[config.mk]
export PLATFORM = sky130hd
export DESIGN_NAME = mem_access_ctrl
export DESIGN_NICKNAME = d
export VERILOG_FILES = /design/src/rtl/mem_access_ctrl_pkg.sv /design/src/rtl/mem_access_ctrl_align.sv /design/src/rtl/mem_access_ctrl.sv
export SDC_FILE = /design/constraint.sdc
export NUM_CORES = 1
export LEC_CHECK = 0
export ABC_AREA = 1
export CAP_MARGIN = 5
export CORE_MARGIN = 3
export CORE_UTILIZATION = 25
export DETAILED_ROUTE_END_ITERATION = 8
export HOLD_SLACK_MARGIN = 0.1
export SLEW_MARGIN = 20
export SYNTH_ARGS = -nofsm -noshare
export SYNTH_HDL_FRONTEND = slang
export SYNTH_SLANG_ARGS = --single-unit
[constraint.sdc]
create_clock -name clk -period 1.7 [get_ports clk]
set_clock_uncertainty 0.05 [all_clocks]
set_input_delay 0.34 -clock clk [delete_from_list [all_inputs] [get_ports clk]]
set_output_delay 0.34 -clock clk [all_outputs]
set_load 0.005 [all_outputs]
[src/rtl/mem_access_ctrl_pkg.sv]
// Shared types and helpers for the memory-stage data-bus access controller.
package mem_access_ctrl_pkg;

    localparam int unsigned DBUS_XLEN   = 64;
    localparam int unsigned DBUS_STRB_W = DBUS_XLEN / 8;

    typedef enum logic [1:0] {
        MSIZE1 = 2'd0,
        MSIZE2 = 2'd1,
        MSIZE4 = 2'd2,
        MSIZE8 = 2'd3
    } msize_t;

    typedef enum logic [1:0] {
        S_IDLE = 2'd0,
        S_REQ  = 2'd1,
        S_WAIT = 2'd2,
        S_DONE = 2'd3
    } mem_acc_state_t;

    typedef struct packed {
        logic                   valid;
        logic [DBUS_XLEN-1:0]   addr;
        logic [2:0]             size;
        logic [DBUS_STRB_W-1:0] strobe;
        logic [DBUS_XLEN-1:0]   data;
    } dbus_req_t;

    typedef struct packed {
        logic                 addr_ok;
        logic                 data_ok;
        logic [DBUS_XLEN-1:0] data;
    } dbus_resp_t;

    // Byte-enable pattern for an access of the given size at lane 0.
    function automatic logic [7:0] byte_mask(msize_t sz);
        case (sz)
            MSIZE1:  return 8'h01;
            MSIZE2:  return 8'h03;
            MSIZE4:  return 8'h0F;
            default: return 8'hFF;
        endcase
    endfunction

    // Low address bits that must be zero for a naturally aligned access.
    function automatic logic [2:0] align_mask(msize_t sz);
        case (sz)
            MSIZE1:  return 3'b000;
            MSIZE2:  return 3'b001;
            MSIZE4:  return 3'b011;
            default: return 3'b111;
        endcase
    endfunction

    // Take the low size bytes of v and zero- or sign-extend them.
    function automatic logic [DBUS_XLEN-1:0] ext_load(logic [DBUS_XLEN-1:0] v, msize_t sz, logic uns);
        case (sz)
            MSIZE1:  return uns ? {{(DBUS_XLEN-8){1'b0}}, v[7:0]}   : {{(DBUS_XLEN-8){v[7]}}, v[7:0]};
            MSIZE2:  return uns ? {{(DBUS_XLEN-16){1'b0}}, v[15:0]} : {{(DBUS_XLEN-16){v[15]}}, v[15:0]};
            MSIZE4:  return uns ? {{(DBUS_XLEN-32){1'b0}}, v[31:0]} : {{(DBUS_XLEN-32){v[31]}}, v[31:0]};
            default: return v;
        endcase
    endfunction

endpackage

[src/rtl/mem_access_ctrl_align.sv]
// mem_align_unit: combinational byte-lane alignment for stores and loads.
module mem_align_unit
    import mem_access_ctrl_pkg::*;
#(
    parameter int unsigned XLEN   = 64,
    parameter int unsigned STRB_W = XLEN / 8,
    parameter int unsigned OFF_W  = $clog2(STRB_W)
) (
    input  logic [OFF_W-1:0]  st_off,
    input  msize_t            st_size,
    input  logic [XLEN-1:0]   st_wdata,
    output logic [STRB_W-1:0] st_strobe,
    output logic [XLEN-1:0]   st_data,
    input  logic [OFF_W-1:0]  ld_off,
    input  msize_t            ld_size,
    input  logic              ld_unsigned,
    input  logic [XLEN-1:0]   ld_rdata,
    output logic [XLEN-1:0]   ld_data
);

    logic [XLEN-1:0] ld_shifted;

    // Store side: move the enable pattern and data into the addressed byte lanes.
    always_comb begin
        st_strobe = STRB_W'(byte_mask(st_size)) << st_off;
        st_data   = st_wdata << {st_off, 3'b000};
    end

    // Load side: bring the addressed bytes down to lane 0, then extend.
    always_comb begin
        ld_shifted = ld_rdata >> {ld_off, 3'b000};
        ld_data    = ext_load(ld_shifted, ld_size, ld_unsigned);
    end

endmodule

[src/rtl/mem_access_ctrl.sv]
// mem_access_ctrl: sequences the memory stage's dbus port for loads/stores.
// Optional macro MEM_ACCESS_PERF_EN adds access and stall-cycle counters.
module mem_access_ctrl
    import mem_access_ctrl_pkg::*;
#(
    parameter int unsigned XLEN   = 64,
    parameter int unsigned STRB_W = XLEN / 8
) (
    input  logic              clk,
    input  logic              reset,
    input  logic              acc_valid,
    input  logic              acc_write,
    input  logic [1:0]        acc_size,
    input  logic              acc_unsigned,
    input  logic [XLEN-1:0]   acc_addr,
    input  logic [XLEN-1:0]   acc_wdata,
    input  logic              flush,
    output logic              dreq_valid,
    output logic [XLEN-1:0]   dreq_addr,
    output logic [2:0]        dreq_size,
    output logic [STRB_W-1:0] dreq_strobe,
    output logic [XLEN-1:0]   dreq_data,
    input  logic              dresp_addr_ok,
    input  logic              dresp_data_ok,
    input  logic [XLEN-1:0]   dresp_data,
    output logic [XLEN-1:0]   memout,
    output logic              stall,
    output logic              done,
    output logic              misalign
`ifdef MEM_ACCESS_PERF_EN
    ,
    output logic [31:0]       perf_acc_cnt,
    output logic [31:0]       perf_stall_cnt
`endif
);

    localparam int unsigned OFF_W = $clog2(STRB_W);

    mem_acc_state_t    state_q, state_d;
    logic [XLEN-1:0]   addr_q, addr_d;
    msize_t            size_q, size_d;
    logic              unsigned_q, unsigned_d;
    logic              write_q, write_d;
    logic [STRB_W-1:0] strobe_q, strobe_d;
    logic [XLEN-1:0]   data_q, data_d;
    logic              flush_pend_q, flush_pend_d;
    logic [XLEN-1:0]   memout_q, memout_d;

    msize_t            acc_size_e;
    logic              acc_misalign;
    logic              acc_go;
    logic [STRB_W-1:0] st_strobe;
    logic [XLEN-1:0]   st_data;
    logic [XLEN-1:0]   ld_data;

    mem_align_unit #(
        .XLEN   (XLEN),
        .STRB_W (STRB_W)
    ) u_align (
        .st_off      (acc_addr[OFF_W-1:0]),
        .st_size     (acc_size_e),
        .st_wdata    (acc_wdata),
        .st_strobe   (st_strobe),
        .st_data     (st_data),
        .ld_off      (addr_q[OFF_W-1:0]),
        .ld_size     (size_q),
        .ld_unsigned (unsigned_q),
        .ld_rdata    (dresp_data),
        .ld_data     (ld_data)
    );

    // Next-state and request-capture logic.
    always_comb begin
        state_d      = state_q;
        addr_d       = addr_q;
        size_d       = size_q;
        unsigned_d   = unsigned_q;
        write_d      = write_q;
        strobe_d     = strobe_q;
        data_d       = data_q;
        flush_pend_d = flush_pend_q;
        memout_d     = memout_q;

        acc_size_e   = msize_t'(acc_size);
        acc_misalign = |(acc_addr[2:0] & align_mask(acc_size_e));
        acc_go       = acc_valid && !acc_misalign && !flush;

        case (state_q)
            S_IDLE: begin
                if (acc_go) begin
                    state_d      = S_REQ;
                    addr_d       = acc_addr;
                    size_d       = acc_size_e;
                    unsigned_d   = acc_unsigned;
                    write_d      = acc_write;
                    strobe_d     = acc_write ? st_strobe : '0;
                    data_d       = st_data;
                    flush_pend_d = 1'b0;
                end
            end
            S_REQ: begin
                // Once accepted the bus transaction must run to data_ok even if flushed.
                if (dresp_addr_ok && dresp_data_ok) begin
                    flush_pend_d = 1'b0;
                    if (flush) begin
                        state_d = S_IDLE;
                    end else begin
                        state_d = S_DONE;
                        if (!write_q) memout_d = ld_data;
                    end
                end else if (dresp_addr_ok) begin
                    state_d      = S_WAIT;
                    flush_pend_d = flush;
                end else if (flush) begin
                    state_d = S_IDLE;
                end
            end
            S_WAIT: begin
                if (dresp_data_ok) begin
                    flush_pend_d = 1'b0;
                    if (flush || flush_pend_q) begin
                        state_d = S_IDLE;
                    end else begin
                        state_d = S_DONE;
                        if (!write_q) memout_d = ld_data;
                    end
                end else begin
                    flush_pend_d = flush_pend_q | flush;
                end
            end
            default: begin
                state_d = S_IDLE;
            end
        endcase
    end

    // Output decode from the registered state.
    always_comb begin
        dreq_valid  = (state_q == S_REQ);
        dreq_addr   = addr_q;
        dreq_size   = {1'b0, size_q};
        dreq_strobe = strobe_q;
        dreq_data   = data_q;
        memout      = memout_q;
        done        = (state_q == S_DONE);
        stall       = (state_q == S_REQ) || (state_q == S_WAIT) || ((state_q == S_IDLE) && acc_go);
        misalign    = (state_q == S_IDLE) && acc_valid && acc_misalign;
    end

    // State and captured request registers.
    always_ff @(posedge clk or negedge reset) begin
        if (!reset) begin
            state_q      <= S_IDLE;
            addr_q       <= '0;
            size_q       <= MSIZE1;
            unsigned_q   <= 1'b0;
            write_q      <= 1'b0;
            strobe_q     <= '0;
            data_q       <= '0;
            flush_pend_q <= 1'b0;
            memout_q     <= '0;
        end else begin
            state_q      <= state_d;
            addr_q       <= addr_d;
            size_q       <= size_d;
            unsigned_q   <= unsigned_d;
            write_q      <= write_d;
            strobe_q     <= strobe_d;
            data_q       <= data_d;
            flush_pend_q <= flush_pend_d;
            memout_q     <= memout_d;
        end
    end

`ifdef MEM_ACCESS_PERF_EN
    logic [31:0] perf_acc_cnt_q, perf_acc_cnt_d;
    logic [31:0] perf_stall_cnt_q, perf_stall_cnt_d;

    // Free-running counters of completed accesses and stalled cycles.
    always_comb begin
        perf_acc_cnt_d   = perf_acc_cnt_q + (done ? 32'd1 : 32'd0);
        perf_stall_cnt_d = perf_stall_cnt_q + (stall ? 32'd1 : 32'd0);
        perf_acc_cnt     = perf_acc_cnt_q;
        perf_stall_cnt   = perf_stall_cnt_q;
    end

    // Counter registers.
    always_ff @(posedge clk or negedge reset) begin
        if (!reset) begin
            perf_acc_cnt_q   <= '0;
            perf_stall_cnt_q <= '0;
        end else begin
            perf_acc_cnt_q   <= perf_acc_cnt_d;
            perf_stall_cnt_q <= perf_stall_cnt_d;
        end
    end
`endif

endmodule

==> flow_summary.json <==
{
  "min_period_ns": 2.025,
  "viasPerCell": 4.881,
  "grtUsageTotal": 0.2088,
  "insertion_delay_ns": 0.55,
  "p_leak_nw": 9.710,
  "place_area_um2": 17270,
  "dp_hpwl_mm": 37.67,
  "slowest_stage": "dfrtp_1",
  "cp_num_buf_inv": 6,
  "clk_pin_slew_ns": 0.06,
  "cts_buffer_depth": 3,
  "p_per_area_nw_per_um2": 1779,
  "placementRows": 78,
  "cts.sinks": 207,
  "numPortBuffers": 407,
  "period_share": 1.191,
  "route.detailed.drc": 0,
  "slew_headroom": 0.6385,
  "grt_pass1_wl_mm": 81.68,
  "synthToLayoutAreaGrowth_pct": 74.57,
  "drive_above_1_share": 0.2259,
  "synth-warning-count": 0,
  "post_drt_wl_per_cell_um": 19.08,
  "io_pins": 409,
  "whs_ns": 0.2143,
  "crit_family": "buffers and inverters",
  "finalSetupTns_ns": -14.19,
  "final_cell_mix": "nand2_1, dfrtp_1, clkdlybuf4s50_1",
  "fmax_ghz": 0.4938,
  "htree_num_levels": 1,
  "total_power_mw": 36.17,
  "ys_seq_area_frac": 0.4448,
  "crit_fanout": 7,
  "worstMarginPinSlew_ns": 0.5423,
  "antenna_left": 0,
  "die_w_um": 221.8,
  "start_kind": "flip-flop",
  "fin_util": 0.4451,
  "final_hold_viol_count": 0,
  "maxSlewViolCount": 0,
  "gp_congestion": 0.9061,
  "path_class": "reg -> reg",
  "gr-total-overflow": 0,
  "n_fill_cell": 4493,
  "initial_core_util": 0.2550,
  "cap_violations": 0,
  "drt_pass1_iterations": 7,
  "synthCells": 1674,
  "ir_drop_mv": 0.8813,
  "syn-num-nets": 1880,
  "r2r_start": "state_q[1]$_DFFE_PN0P_",
  "cts_root_buf": "clkbuf_16",
  "rsz0062_at_grt": "true",
  "required_ns": 2.09,
  "violations": "setup timing",
  "setup_viol": 69,
  "vias": 13970,
  "routed_wl_mm": 54.64,
  "synth_seq_cells": 207,
  "cts_tree": "done",
  "grt_max_degree": 55,
  "antenna_found_initial": 2,
  "dieHeight_um": 221.8,
  "cp_data_arrival_time_ns": 2.41,
  "yosys.cell_types.count": 30,
  "grt_pass1_vias": 13730,
  "synth_area_um2": 11640,
  "numCtsBuffers": 26,
  "path_cells": "inv_2, buf_4, ha_4, nand2_2, nand3_2, a21oi_2, nand2_4, buf_12, clkinv_8, buf_12, buf_6, nand2_4, nor2_2, nor2_1",
  "avgSynthCellArea_um2": 6.956,
  "outcome": "complete, but fails checks",
  "end_kind": "flip-flop",
  "layout_commonest_cell": "nand2_1",
  "fin_nets": 2448,
  "worst_slack_ns": -0.3251,
  "design_area_um2": 20330,
  "crit_path_max_incr_delay_ns": 0.37,
  "drt_first_iter_violations": 1188,
  "hp-class": "in -> async",
  "die_area_um2": 49210,
  "core_area_um2": 45670,
  "worstSetupStartpoint": "state_q[1]$_DFFE_PN0P_"
}
-- power by group --
part           switching (mW)  total (mW)  leakage, nW  internal [mW]
Combinational            10.9        21.5         6.78           10.6
Sequential               1.63        9.01         2.51           7.38
Clock                    2.31        5.63        0.419           3.32
-- cell usage after synthesis --
| library cell | count | share of area |
|---|---|---|
| nand2_1 | 674 | 0.22 |
| o21ai_0 | 215 | 0.092 |
| dfrtp_1 | 207 | 0.44 |
| nor2_1 | 162 | 0.052 |
| nand3_1 | 116 | 0.050 |
| a21oi_1 | 47 | 0.020 |
| clkbuf_1 | 47 | 0.015 |
| buf_2 | 45 | 0.019 |
| inv_1 | 42 | 0.014 |
| o21a_1 | 23 | 0.015 |
| o211ai_1 | 17 | 0.011 |
| buf_4 | 13 | 0.0084 |
| o21ai_1 | 11 | 0.0047 |
| buf_6 | 10 | 0.0097 |
| or2_2 | 9 | 0.0048 |
| inv_2 | 7 | 0.0023 |
| a31oi_1 | 5 | 0.0027 |
| buf_1 | 5 | 0.0016 |
| ha_1 | 4 | 0.0043 |
| a21boi_0 | 3 | 0.0019 |
| nand2_2 | 3 | 0.0016 |
| and2_1 | 1 | 0.00054 |
| conb_1 | 1 | 0.00032 |
| nand3_2 | 1 | 0.00086 |
| nand3_4 | 1 | 0.0015 |
| nor2_8 | 1 | 0.0017 |
| nor3_1 | 1 | 0.00043 |
| o21bai_1 | 1 | 0.00064 |
| o31ai_1 | 1 | 0.00064 |
| o32ai_1 | 1 | 0.00075 |
-- worst register-to-register path, stage by stage, from the launching register on --
cell	delay (ns)
dfrtp_1	0.37
inv_2	0.07
buf_4	0.14
ha_4	0.17
nand2_2	0.06
nand3_2	0.07
a21oi_2	0.15
nand2_4	0.12
buf_12	0.16
clkinv_8	0.06
buf_12	0.13
buf_6	0.11
nand2_4	0.06
nor2_2	0.13
nor2_1	0.06
-- through the flow --
step / std cells / setup slack [ns]
2_1_floorplan: 1674 / -0.01053
3_3_place_gp: 2709 / -0.8897
3_5_place_dp: 2709 / -0.8866
4_1_cts: 2842 / -0.3338
5_1_grt: 2862 / -0.4119
6_report: 2863 / -0.3251
-- final timing paths --
check	to	slack, ns	depth (start not counted)
hold / removal	memout[53]$_DFFE_PN0P_	0.21	2
min in group clk	dreq_addr[33]$_DFFE_PN0P_	0.27	3
max in group asynchronous	memout[42]$_DFFE_PN0P_	0.74	3
setup / recovery	memout[21]$_DFFE_PN0P_	-0.33	14
setup reg to reg	memout[21]$_DFFE_PN0P_	-0.33	14
hold reg to reg	dreq_addr[31]$_DFFE_PN0P_	0.41	2
-- registers in the layout (all words and copies together), names as in the netlist --
| register | flops |
|---|---|
| memout | 64 |
| write_q | 1 |
| flush_pend_q | 1 |
| dreq_data | 64 |
| state_q | 2 |
| size_q | 2 |
| dreq_addr | 64 |
| dreq_strobe | 8 |
| unsigned_q | 1 |
-- cell families after synthesis --
group	after synthesis	synth area share
other cells	1	0.0003220
flops	207	0.4448
buf+inv	169	0.06995
compound gates	324	0.1498
simple gates	969	0.3308
fa+ha+maj	4	0.004298
-- repair_timing --
item	CTS	global route
hold buffers	1	0
pin swaps	55	39
gates cloned	16	8
gates resized for setup	439	194
endpoints found under the hold margin	207	0
buffers inserted	70	21
setup endpoints to repair	408	136
-- layout make-up --
| type | count | area [um2] | area share |
|---|---|---|---|
| clock inverters | 7 | 76.32 | 0.003755 |
| repair buffers | 659 | 6741 | 0.3316 |
| inverters | 49 | 219.0 | 0.01077 |
| clock buffers | 41 | 787.0 | 0.03871 |
| diodes | 1 | 2.502 | 0.0001231 |
| multi-input cells | 1298 | 6551 | 0.3223 |
| repair inverters | 1 | 16.27 | 0.0008001 |
| flip-flops and latches | 207 | 5184 | 0.2550 |
| well taps | 600 | 750.7 | 0.03693 |
-- per-layer routing --
metal  global-route usage  share of wire  vias up
li1                     -              -     6562
met1               0.2578           0.39     6606
met2               0.3543           0.48      675
met3              0.04925          0.087      128
met4              0.07864          0.042        2
met5                    0        0.00016        -
Note: power is estimated with default switching activity, not from simulation.
